==> src/rtl/skeleton_seq_pkg.sv <==
// Shared state encoding and default widths for the skeleton filter sequencer.
package skeleton_seq_pkg;

  localparam int DEF_BITWIDTH_SYS = 16;
  localparam int DEF_BITWIDTH_CNT = 16;
  localparam int DEF_BITWIDTH_TMO = 8;
  localparam int DEF_TIMEOUT_CYC  = 200;

  typedef enum logic [2:0] {
    ST_IDLE   = 3'd0,
    ST_FETCH  = 3'd1,
    ST_TRIG   = 3'd2,
    ST_WAIT   = 3'd3,
    ST_PUSH   = 3'd4,
    ST_FINISH = 3'd5
  } seq_state_t;

endpackage

==> src/rtl/skeleton_seq_timeout.sv <==
// Per-sample timeout counter: cleared on trigger, counts waiting cycles,
// flags the enabled cycle in which the count reaches TIMEOUT_CYC.
module skeleton_seq_timeout
  import skeleton_seq_pkg::*;
#(
  parameter int BITWIDTH_TMO = DEF_BITWIDTH_TMO,
  parameter int TIMEOUT_CYC  = DEF_TIMEOUT_CYC
) (
  input  logic clk,
  input  logic rst,
  input  logic clr,
  input  logic en,
  output logic reached
);

  // Count value just before the final waiting cycle.
  localparam logic [BITWIDTH_TMO-1:0] LAST = BITWIDTH_TMO'(TIMEOUT_CYC - 1);

  logic [BITWIDTH_TMO-1:0] cnt_q;
  logic [BITWIDTH_TMO-1:0] cnt_d;

  assign reached = en && (cnt_q == LAST);

  // Next count: clear wins over enable, otherwise count while enabled.
  always_comb begin
    cnt_d = cnt_q;
    if (clr) begin
      cnt_d = '0;
    end else if (en) begin
      cnt_d = cnt_q + BITWIDTH_TMO'(1);
    end
  end

  // Counter register.
  always_ff @(posedge clk or posedge rst) begin
    if (rst) begin
      cnt_q <= '0;
    end else begin
      cnt_q <= cnt_d;
    end
  end

endmodule

==> src/rtl/skeleton_filter_sequencer.sv <==
// Burst controller feeding one filter skeleton: fetch a sample, trigger the
// skeleton, wait for its ready edge, push the result, repeat NUM_SAMPLES times.
module skeleton_filter_sequencer
  import skeleton_seq_pkg::*;
#(
  parameter int BITWIDTH_SYS = DEF_BITWIDTH_SYS,
  parameter int BITWIDTH_CNT = DEF_BITWIDTH_CNT,
  parameter int BITWIDTH_TMO = DEF_BITWIDTH_TMO,
  parameter int TIMEOUT_CYC  = DEF_TIMEOUT_CYC
) (
  input  logic                    CLK_SYS,
  input  logic                    RST,
  input  logic                    START,
  input  logic [BITWIDTH_CNT-1:0] NUM_SAMPLES,
  input  logic [BITWIDTH_SYS-1:0] S_DATA,
  input  logic                    S_VALID,
  output logic                    S_READY,
  output logic [BITWIDTH_SYS-1:0] M_DATA,
  output logic                    M_VALID,
  input  logic                    M_READY,
  output logic                    DUT_EN,
  output logic                    DUT_TRGG,
  output logic [BITWIDTH_SYS-1:0] DUT_DATA_IN,
  input  logic [BITWIDTH_SYS-1:0] DUT_DATA_OUT,
  input  logic                    DUT_RDY,
  output logic                    BUSY,
  output logic                    DONE,
  output logic                    ERR_TIMEOUT,
  output logic [BITWIDTH_CNT-1:0] CNT_DONE
);

  seq_state_t              state_q, state_d;
  logic [BITWIDTH_CNT-1:0] num_q, num_d;
  logic [BITWIDTH_CNT-1:0] cnt_q, cnt_d;
  logic                    err_q, err_d;
  logic [BITWIDTH_SYS-1:0] din_q, din_d;
  logic [BITWIDTH_SYS-1:0] mdata_q, mdata_d;
  logic                    rdy_q, rdy_d;

  logic                    rdy_edge;
  logic                    tmo_clr;
  logic                    tmo_en;
  logic                    tmo_reached;
  logic [BITWIDTH_CNT-1:0] cnt_inc;

  // Ready is a level from the skeleton; only a fresh rise completes a sample.
  assign rdy_edge = DUT_RDY && !rdy_q;
  assign cnt_inc  = cnt_q + BITWIDTH_CNT'(1);
  assign tmo_clr  = (state_q == ST_TRIG);
  assign tmo_en   = (state_q == ST_WAIT) && !rdy_edge;

  skeleton_seq_timeout #(
    .BITWIDTH_TMO (BITWIDTH_TMO),
    .TIMEOUT_CYC  (TIMEOUT_CYC)
  ) u_timeout (
    .clk     (CLK_SYS),
    .rst     (RST),
    .clr     (tmo_clr),
    .en      (tmo_en),
    .reached (tmo_reached)
  );

  assign S_READY     = (state_q == ST_FETCH);
  assign DUT_TRGG    = (state_q == ST_TRIG);
  assign M_VALID     = (state_q == ST_PUSH);
  assign DONE        = (state_q == ST_FINISH);
  assign BUSY        = (state_q != ST_IDLE);
  assign DUT_EN      = BUSY;
  assign ERR_TIMEOUT = err_q;
  assign CNT_DONE    = cnt_q;
  assign DUT_DATA_IN = din_q;
  assign M_DATA      = mdata_q;

  // Next-state and data-capture logic for the burst sequence.
  always_comb begin
    state_d = state_q;
    num_d   = num_q;
    cnt_d   = cnt_q;
    err_d   = err_q;
    din_d   = din_q;
    mdata_d = mdata_q;
    rdy_d   = DUT_RDY;
    case (state_q)
      ST_IDLE: begin
        if (START) begin
          num_d   = NUM_SAMPLES;
          cnt_d   = '0;
          err_d   = 1'b0;
          state_d = (NUM_SAMPLES == '0) ? ST_FINISH : ST_FETCH;
        end
      end
      ST_FETCH: begin
        if (S_VALID) begin
          din_d   = S_DATA;
          state_d = ST_TRIG;
        end
      end
      ST_TRIG: begin
        state_d = ST_WAIT;
      end
      ST_WAIT: begin
        if (rdy_edge) begin
          mdata_d = DUT_DATA_OUT;
          state_d = ST_PUSH;
        end else if (tmo_reached) begin
          err_d   = 1'b1;
          state_d = ST_FINISH;
        end
      end
      ST_PUSH: begin
        if (M_READY) begin
          cnt_d   = cnt_inc;
          // Compare against the latched length so the count never wraps.
          state_d = (cnt_inc == num_q) ? ST_FINISH : ST_FETCH;
        end
      end
      ST_FINISH: begin
        state_d = ST_IDLE;
      end
      default: begin
        state_d = ST_IDLE;
      end
    endcase
  end

  // State, control and data registers; everything clears on reset.
  always_ff @(posedge CLK_SYS or posedge RST) begin
    if (RST) begin
      state_q <= ST_IDLE;
      num_q   <= '0;
      cnt_q   <= '0;
      err_q   <= 1'b0;
      din_q   <= '0;
      mdata_q <= '0;
      rdy_q   <= 1'b0;
    end else begin
      state_q <= state_d;
      num_q   <= num_d;
      cnt_q   <= cnt_d;
      err_q   <= err_d;
      din_q   <= din_d;
      mdata_q <= mdata_d;
      rdy_q   <= rdy_d;
    end
  end

endmodule

==> config.mk <==
export PLATFORM = sky130hd
export DESIGN_NAME = skeleton_filter_sequencer
export DESIGN_NICKNAME = d
export VERILOG_FILES = /design/src/rtl/skeleton_seq_pkg.sv /design/src/rtl/skeleton_seq_timeout.sv /design/src/rtl/skeleton_filter_sequencer.sv
export SDC_FILE = /design/constraint.sdc
export NUM_CORES = 1
export LEC_CHECK = 0
export CAP_MARGIN = 10
export CORE_UTILIZATION = 43
export DETAILED_ROUTE_END_ITERATION = 10
export GPL_TIMING_DRIVEN = 0
export PLACE_DENSITY = 0.78
export SYNTH_ARGS = -nofsm -noshare
export SYNTH_HDL_FRONTEND = slang
export SYNTH_SLANG_ARGS = --single-unit
==> constraint.sdc <==
create_clock -name CLK_SYS -period 2.8 [get_ports CLK_SYS]
set_input_delay 0.56 -clock CLK_SYS [delete_from_list [all_inputs] [get_ports CLK_SYS]]
set_output_delay 0.56 -clock CLK_SYS [all_outputs]
set_load 0.05 [all_outputs]
==> metrics.yaml, run 1 <==
outcome:
  status: "finished, final reports clean"
placed_design:
  numPortBuffers: 108
  dp_hpwl_um: 6710
  place.gp.congestion: 0.887
yosys:
  synth.cell_area_um2: 3760
  synth_top_flop_cell: "dfrtp_1"
  synth_area_per_cell_um2: 11.0
  yosysWarnings: 0
  synthArstFlopShare: 1.00
  syn_inst: 343
  synth_edf_count: 0
  synth_fp_nets: 399
  synthDistinctLibCells: 44
  synth_seq_cells: 77
  ys_seq_area_frac: 0.513
grt:
  first_global_vias: 3008
  grt_max_degree: 46
  gr-total-overflow: 0
  grt_usage: 0.213
  grt_pass1_wl_um: 14600
  grt_antenna_before_repair: 0
die:
  die_width_um: 95.5
  die_h_um: 95.5
  row_count: 33
  ios: 109
  start_util: 0.450
  core_um2: 8340
  dieArea_um2: 9120
pwr:
  p_sw_mw: 2.33
  pwr-share-seq: 0.336
  intPower_mw: 2.92
  p_leak_nw: 2.12
  sw_frac_of_total: 0.444
  ir_drop_v: 0.000524
  p_per_area_nw_per_um2: 1010
  clkPwrFrac: 0.151
  p_comb_frac: 0.513
finish:
  antennaDiodeCount: 0
  fin_nets: 519
  area_growth_pct: 38.2
  drive_above_1_share: 0.182
  nFillCells: 648
routing:
  wl_um: 9120
  ant_nets: 0
  viasPerCell: 5.46
  dr.pass1.iters: 5
  drt-wirelength-per-cell_um: 15.9
  drc: 0
  first_iter_violations: 179
  num_vias: 3129
timing:
  finalSetupViolations: 0
  rsz0062_at_grt: "no"
  post-route-min-period_ns: 2.71
  max_clock_freq_ghz: 0.370
  min_period_over_period: 0.966
  max_slew_margin: 0.556
  hold_viol: 0
  fin_setup_tns_ns: 0
  holdWs_ns: 0.511
  drv_slew: 0
  skew_ns: 0.0144
  worstMarginPinSlew_ns: 0.660
clock_network:
  clk_latency_ns: 0.37
  cts_htree_levels: 3
  cts_buffers: 9
  cts.sinks: 77
  clk_path_buf_depth: 2
  clockRootBuffer: "clkbuf_8"
  clk_pin_slew_ns: 0.09
  cts_setup_buffers: 0
  cts_hold_buf: 0
  cts_tree: "yes"
flow_run:
  cap_violations: 0
setup_path:
  path_delay_family: "buffers and inverters"
  worst-path-max-fanout: 8
  cp-end-kind: "output port"
  critPathKind: "register to output port"
  slowest_stage: "clkdlybuf4s50_1"
  crit_buf_inv: 2
  cp-start-kind: "register"
  cp.arrival_ns: 2.15
  critPathMaxStageDelay_ns: 0.88
  crit_chain: "buf_2 -> nor3b_2 -> clkdlybuf4s50_1"
  cp_data_required_time_ns: 2.24
min_path:
  hold_class: "register to register"
==> worst reg2reg max path: cells and delay by family (launching register included) <==
kind | cells | cell delay (ns)
xor+xnor | 1 | 0.12
compound gates | 2 | 0.48
simple gates | 3 | 0.83
flops | 1 | 0.50
fa+ha+maj | 1 | 0.31
==> worst paths after layout <==
kind,startpoint,endpoint,slack (ns),cells after the start
setup reg to reg,CNT_DONE[0]$_DFFE_PP0P_,state_q[2]$_DFFE_PP0P_,0.46,7
hold / removal,DUT_DATA_IN[0]$_DFFE_PP0P_,DUT_DATA_IN[0]$_DFFE_PP0P_,0.51,1
hold reg to reg,DUT_DATA_IN[0]$_DFFE_PP0P_,DUT_DATA_IN[0]$_DFFE_PP0P_,0.51,1
setup / recovery,state_q[0]$_DFFE_PP0P_,M_VALID,0.09,3
min in group asynchronous,RST,CNT_DONE[13]$_DFFE_PP0P_,0.55,2
max in group asynchronous,RST,u_timeout.cnt_q[7]$_DFFE_PP0P_,1.68,3
==> stage by stage <==
stage	util	area (um^2)	setup slack (ns)	power, mW	instances
global route	0.623	5190	0.000768	5.53	573
global placement	0.596	4970	-0.955	4.43	556
CTS	0.622	5190	0.0396	5.30	573
detailed placement	0.600	5000	-0.140	4.50	557
finish	0.623	5190	0.0945	5.26	573
floorplan	-	3760	0.0433	3.61	343
==> kinds of logic after synthesis <==
| logic type | after synthesis | share of synthesized area |
|---|---|---|
| adders and majority gates | 2 | 0.00666 |
| DFF | 77 | 0.513 |
| and+or+nand+nor | 103 | 0.146 |
| AOI/OAI and AO/OA | 63 | 0.101 |
| xor gates and xnor gates | 24 | 0.0559 |
| muxes | 50 | 0.149 |
| buffers and inverters | 24 | 0.0286 |
==> synth_stat cells (2+ instances only) <==
cell type	n	area (um^2)
a31oi_1	2	12.5
and2_1	5	31.3
nor4_1	6	37.5
mux2_2	48	541
mux2i_1	2	20.0
a22o_1	2	17.5
nor2_1	28	105
nand3b_1	2	15.0
a22oi_1	2	15.0
nor2b_1	2	12.5
o311ai_0	4	35.0
dfrtp_1	77	1930
inv_1	7	26.3
xor2_1	12	105
buf_2	10	50.1
nor3_1	5	25.0
ha_1	2	25.0
o21ai_0	33	165
nand3_1	9	45.0
nand2b_1	2	12.5
nand4_1	10	62.6
or3b_2	2	17.5
xnor2_1	12	105
clkbuf_1	5	18.8
a21oi_1	8	40.0
nor3b_1	4	30.0
o31ai_1	6	45.0
nand2_1	18	67.6
and3_1	3	18.8
==> layout make-up <==
class	instances	area, um^2	area share
Clock inverter	7	56.3	0.0108
Inverter	7	28.8	0.00554
Sequential cell	77	1930	0.371
Multi-Input combinational cell	242	1730	0.334
Tap cell	105	131	0.0253
Buffer	17	81.3	0.0157
Clock buffer	9	124	0.0238
Timing Repair Buffer	109	1110	0.214
==> timing repair <==
item / 4_1_cts / 5_1_grt
pin swaps: 0 / 0
endpoints found under the setup margin: 1 / 2
gates resized for setup: 2 / 2
==> cells in the final DEF (no fill, tap or decap), drive strengths merged, types with 5 or more instances in the layout <==
cell type and n:
a21oi 8, and2 5, buf 12, clkbuf 15, clkdlybuf4s50 105, dfrtp 77
inv 10, mux2 48, nand2 18, nand3 9, nand4 11, nor2 29
nor3 5, nor4 6, o21ai 33, o31ai 6, xnor2 12, xor2 12
==> sequential cells by signal, indices dropped and copies added (netlist names) <==
| name | flops |
|---|---|
| CNT_DONE | 16 |
| DUT_DATA_IN | 16 |
| ERR_TIMEOUT | 1 |
| M_DATA | 16 |
| num_q | 16 |
| rdy_q | 1 |
| state_q | 3 |
| u_timeout.cnt_q | 8 |
==> routing by layer <==
layer	track usage	wire, um	share of wire
met2	0.358	4540	0.50
met1	0.267	3830	0.42
met4	0.0709	119	0.013
met3	0.0542	632	0.069
met5	0	0	0
==> power by group through the flow <==
stage	clock network [mW]	registers, mW	logic (mW)
floorplan	0	2.60	1.01
global placement	0	1.77	2.66
detailed placement	0	1.79	2.71
CTS	0.816	1.77	2.71
global route	0.864	1.82	2.85
finish	0.796	1.77	2.69
Power figures use the tool's default switching activity.
==> run 2: changes to the inputs <==
- CORE_MARGIN: not set -> 2
==> metrics.yaml, run 2 (synthesis gave the netlist of run 1 again) <==
pwr:
  p_per_area_nw_per_um2: 1020
  ir_drop_v: 0.000575
  intPower_mw: 3.01
  sw_frac_of_total: 0.436
  pwr-share-seq: 0.332
  p_leak_nw: 2.15
  p_sw_mw: 2.33
  p_comb_frac: 0.503
  clkPwrFrac: 0.164
die:
  die_h_um: 97.5
  core_um2: 8590
  dieArea_um2: 9500
  start_util: 0.437
  die_width_um: 97.5
  ios: 109
  row_count: 34
clock_network:
  cts_buffers: 9
  cts_setup_buffers: 0
  clk_pin_slew_ns: 0.09
  clk_latency_ns: 0.36
  cts_htree_levels: 3
  cts.sinks: 77
  cts_hold_buf: 0
  cts_tree: "yes"
  clk_path_buf_depth: 2
  clockRootBuffer: "clkbuf_8"
routing:
  drt-wirelength-per-cell_um: 15.6
  num_vias: 3094
  viasPerCell: 5.37
  dr.pass1.iters: 5
  drc: 0
  wl_um: 8960
  first_iter_violations: 172
  ant_nets: 0
setup_path:
  crit_buf_inv: 3
  cp-start-kind: "register"
  path_delay_family: "buffers and inverters"
  crit_chain: "buf_2 -> inv_1 -> nor3_1 -> clkdlybuf4s50_1"
  critPathMaxStageDelay_ns: 0.86
  cp-end-kind: "output port"
  cp_data_required_time_ns: 2.24
  slowest_stage: "clkdlybuf4s50_1"
  critPathKind: "register to output port"
  cp.arrival_ns: 2.09
  worst-path-max-fanout: 8
outcome:
  status: "finished, final reports clean"
finish:
  multi_input_area_um2: 1730
  nFillCells: 695
  final_common_cell: "clkdlybuf4s50_1"
  drive_above_1_share: 0.182
  fin_nets: 519
  utilization: 0.608
  seqCellArea_um2: 1930
  final_cell_mix: "clkdlybuf4s50_1 (104), dfrtp_1 (77), mux2_2 (48), o21ai_0 (33), nor2_1 (28)"
  layout.cells.non_filler: 576
  antennaDiodeCount: 0
  area_growth_pct: 39.0
timing:
  rsz0062_at_grt: "no"
  worstMarginPinSlew_ns: 0.659
  hold_viol: 0
  min_period_over_period: 0.945
  finalSetupViolations: 0
  holdWs_ns: 0.501
  post-route-min-period_ns: 2.65
  worst_slack_ns: 0.153
  fin_setup_tns_ns: 0
  drv_slew: 0
  max_clock_freq_ghz: 0.378
  max_slew_margin: 0.557
  skew_ns: 0.0154
grt:
  grt_pass1_wl_um: 14600
  grt_max_degree: 58
  first_global_vias: 2963
  grt_usage: 0.190
  grt_antenna_before_repair: 0
  gr-total-overflow: 0
placed_design:
  place.gp.congestion: 0.878
  dp_hpwl_um: 6610
  numPortBuffers: 108
  pre_cts_ws_ns: -0.144
  dp_cells: 560
min_path:
  hold_class: "input pin to async pin"
flow_run:
  cap_violations: 0
==> run 2: repair_timing <==
item,4_1_cts,5_1_grt
endpoints found under the setup margin,1,3
gates cloned,0,0
gates resized for setup,2,3
==> run 2: layout make-up <==
class / instances / share of cell area
sequential: 77 / 0.369
timing repair buffer: 109 / 0.213
buffer: 17 / 0.0156
clock inverter: 7 / 0.0153
tap: 108 / 0.0259
clock buffer: 9 / 0.0237
multi-input combinational: 242 / 0.332
inverter: 7 / 0.00551
==> run 2: metrics by stage <==
| step | instance area [um^2] | power [mW] |
|---|---|---|
| 2_1_floorplan | 3760 | 3.61 |
| 3_3_place_gp | 4980 | 4.43 |
| 3_5_place_dp | 5010 | 4.50 |
| 4_1_cts | 5220 | 5.39 |
| 5_1_grt | 5220 | 5.61 |
| 6_report | 5220 | 5.34 |
==> run 2: path summary, 6_finish.rpt <==
kind / start / to / slack, ns / cells after the start
hold / removal: RST / M_DATA[8]$_DFFE_PP0P_ / 0.50 / 2
setup reg to reg: CNT_DONE[0]$_DFFE_PP0P_ / state_q[2]$_DFFE_PP0P_ / 0.28 / 7
hold reg to reg: DUT_DATA_IN[13]$_DFFE_PP0P_ / DUT_DATA_IN[13]$_DFFE_PP0P_ / 0.51 / 1
setup / recovery: state_q[0]$_DFFE_PP0P_ / S_READY / 0.15 / 4
min in group CLK_SYS: DUT_DATA_IN[13]$_DFFE_PP0P_ / DUT_DATA_IN[13]$_DFFE_PP0P_ / 0.51 / 1
max in group asynchronous: RST / state_q[2]$_DFFE_PP0P_ / 1.73 / 3
==> run 2: power groups by stage <==
stage / logic (mW) / registers, mW / clock network, mW
global route: 2.83 / 1.83 / 0.942
detailed placement: 2.70 / 1.80 / 0
CTS: 2.71 / 1.78 / 0.895
finish: 2.69 / 1.78 / 0.877
floorplan: 1.01 / 2.60 / 0
global placement: 2.65 / 1.77 / 0
==> run 2: worst register-to-register path: cells and delay by family (launching register included) <==
family / cells / cell delay [ns]
DFF: 1 / 0.52
AOI/OAI and AO/OA: 2 / 0.63
xor gates and xnor gates: 1 / 0.14
adders and majority gates: 1 / 0.31
and+or+nand+nor: 3 / 0.80
==> run 2: metal layers <==
metal / vias to the layer above / GRT usage / share of wire
li1: 1483 / - / -
met1: 1509 / 0.243 / 0.43
met2: 90 / 0.317 / 0.50
met3: 12 / 0.0489 / 0.057
met4: 0 / 0.0598 / 0.016
met5: - / 0 / 0
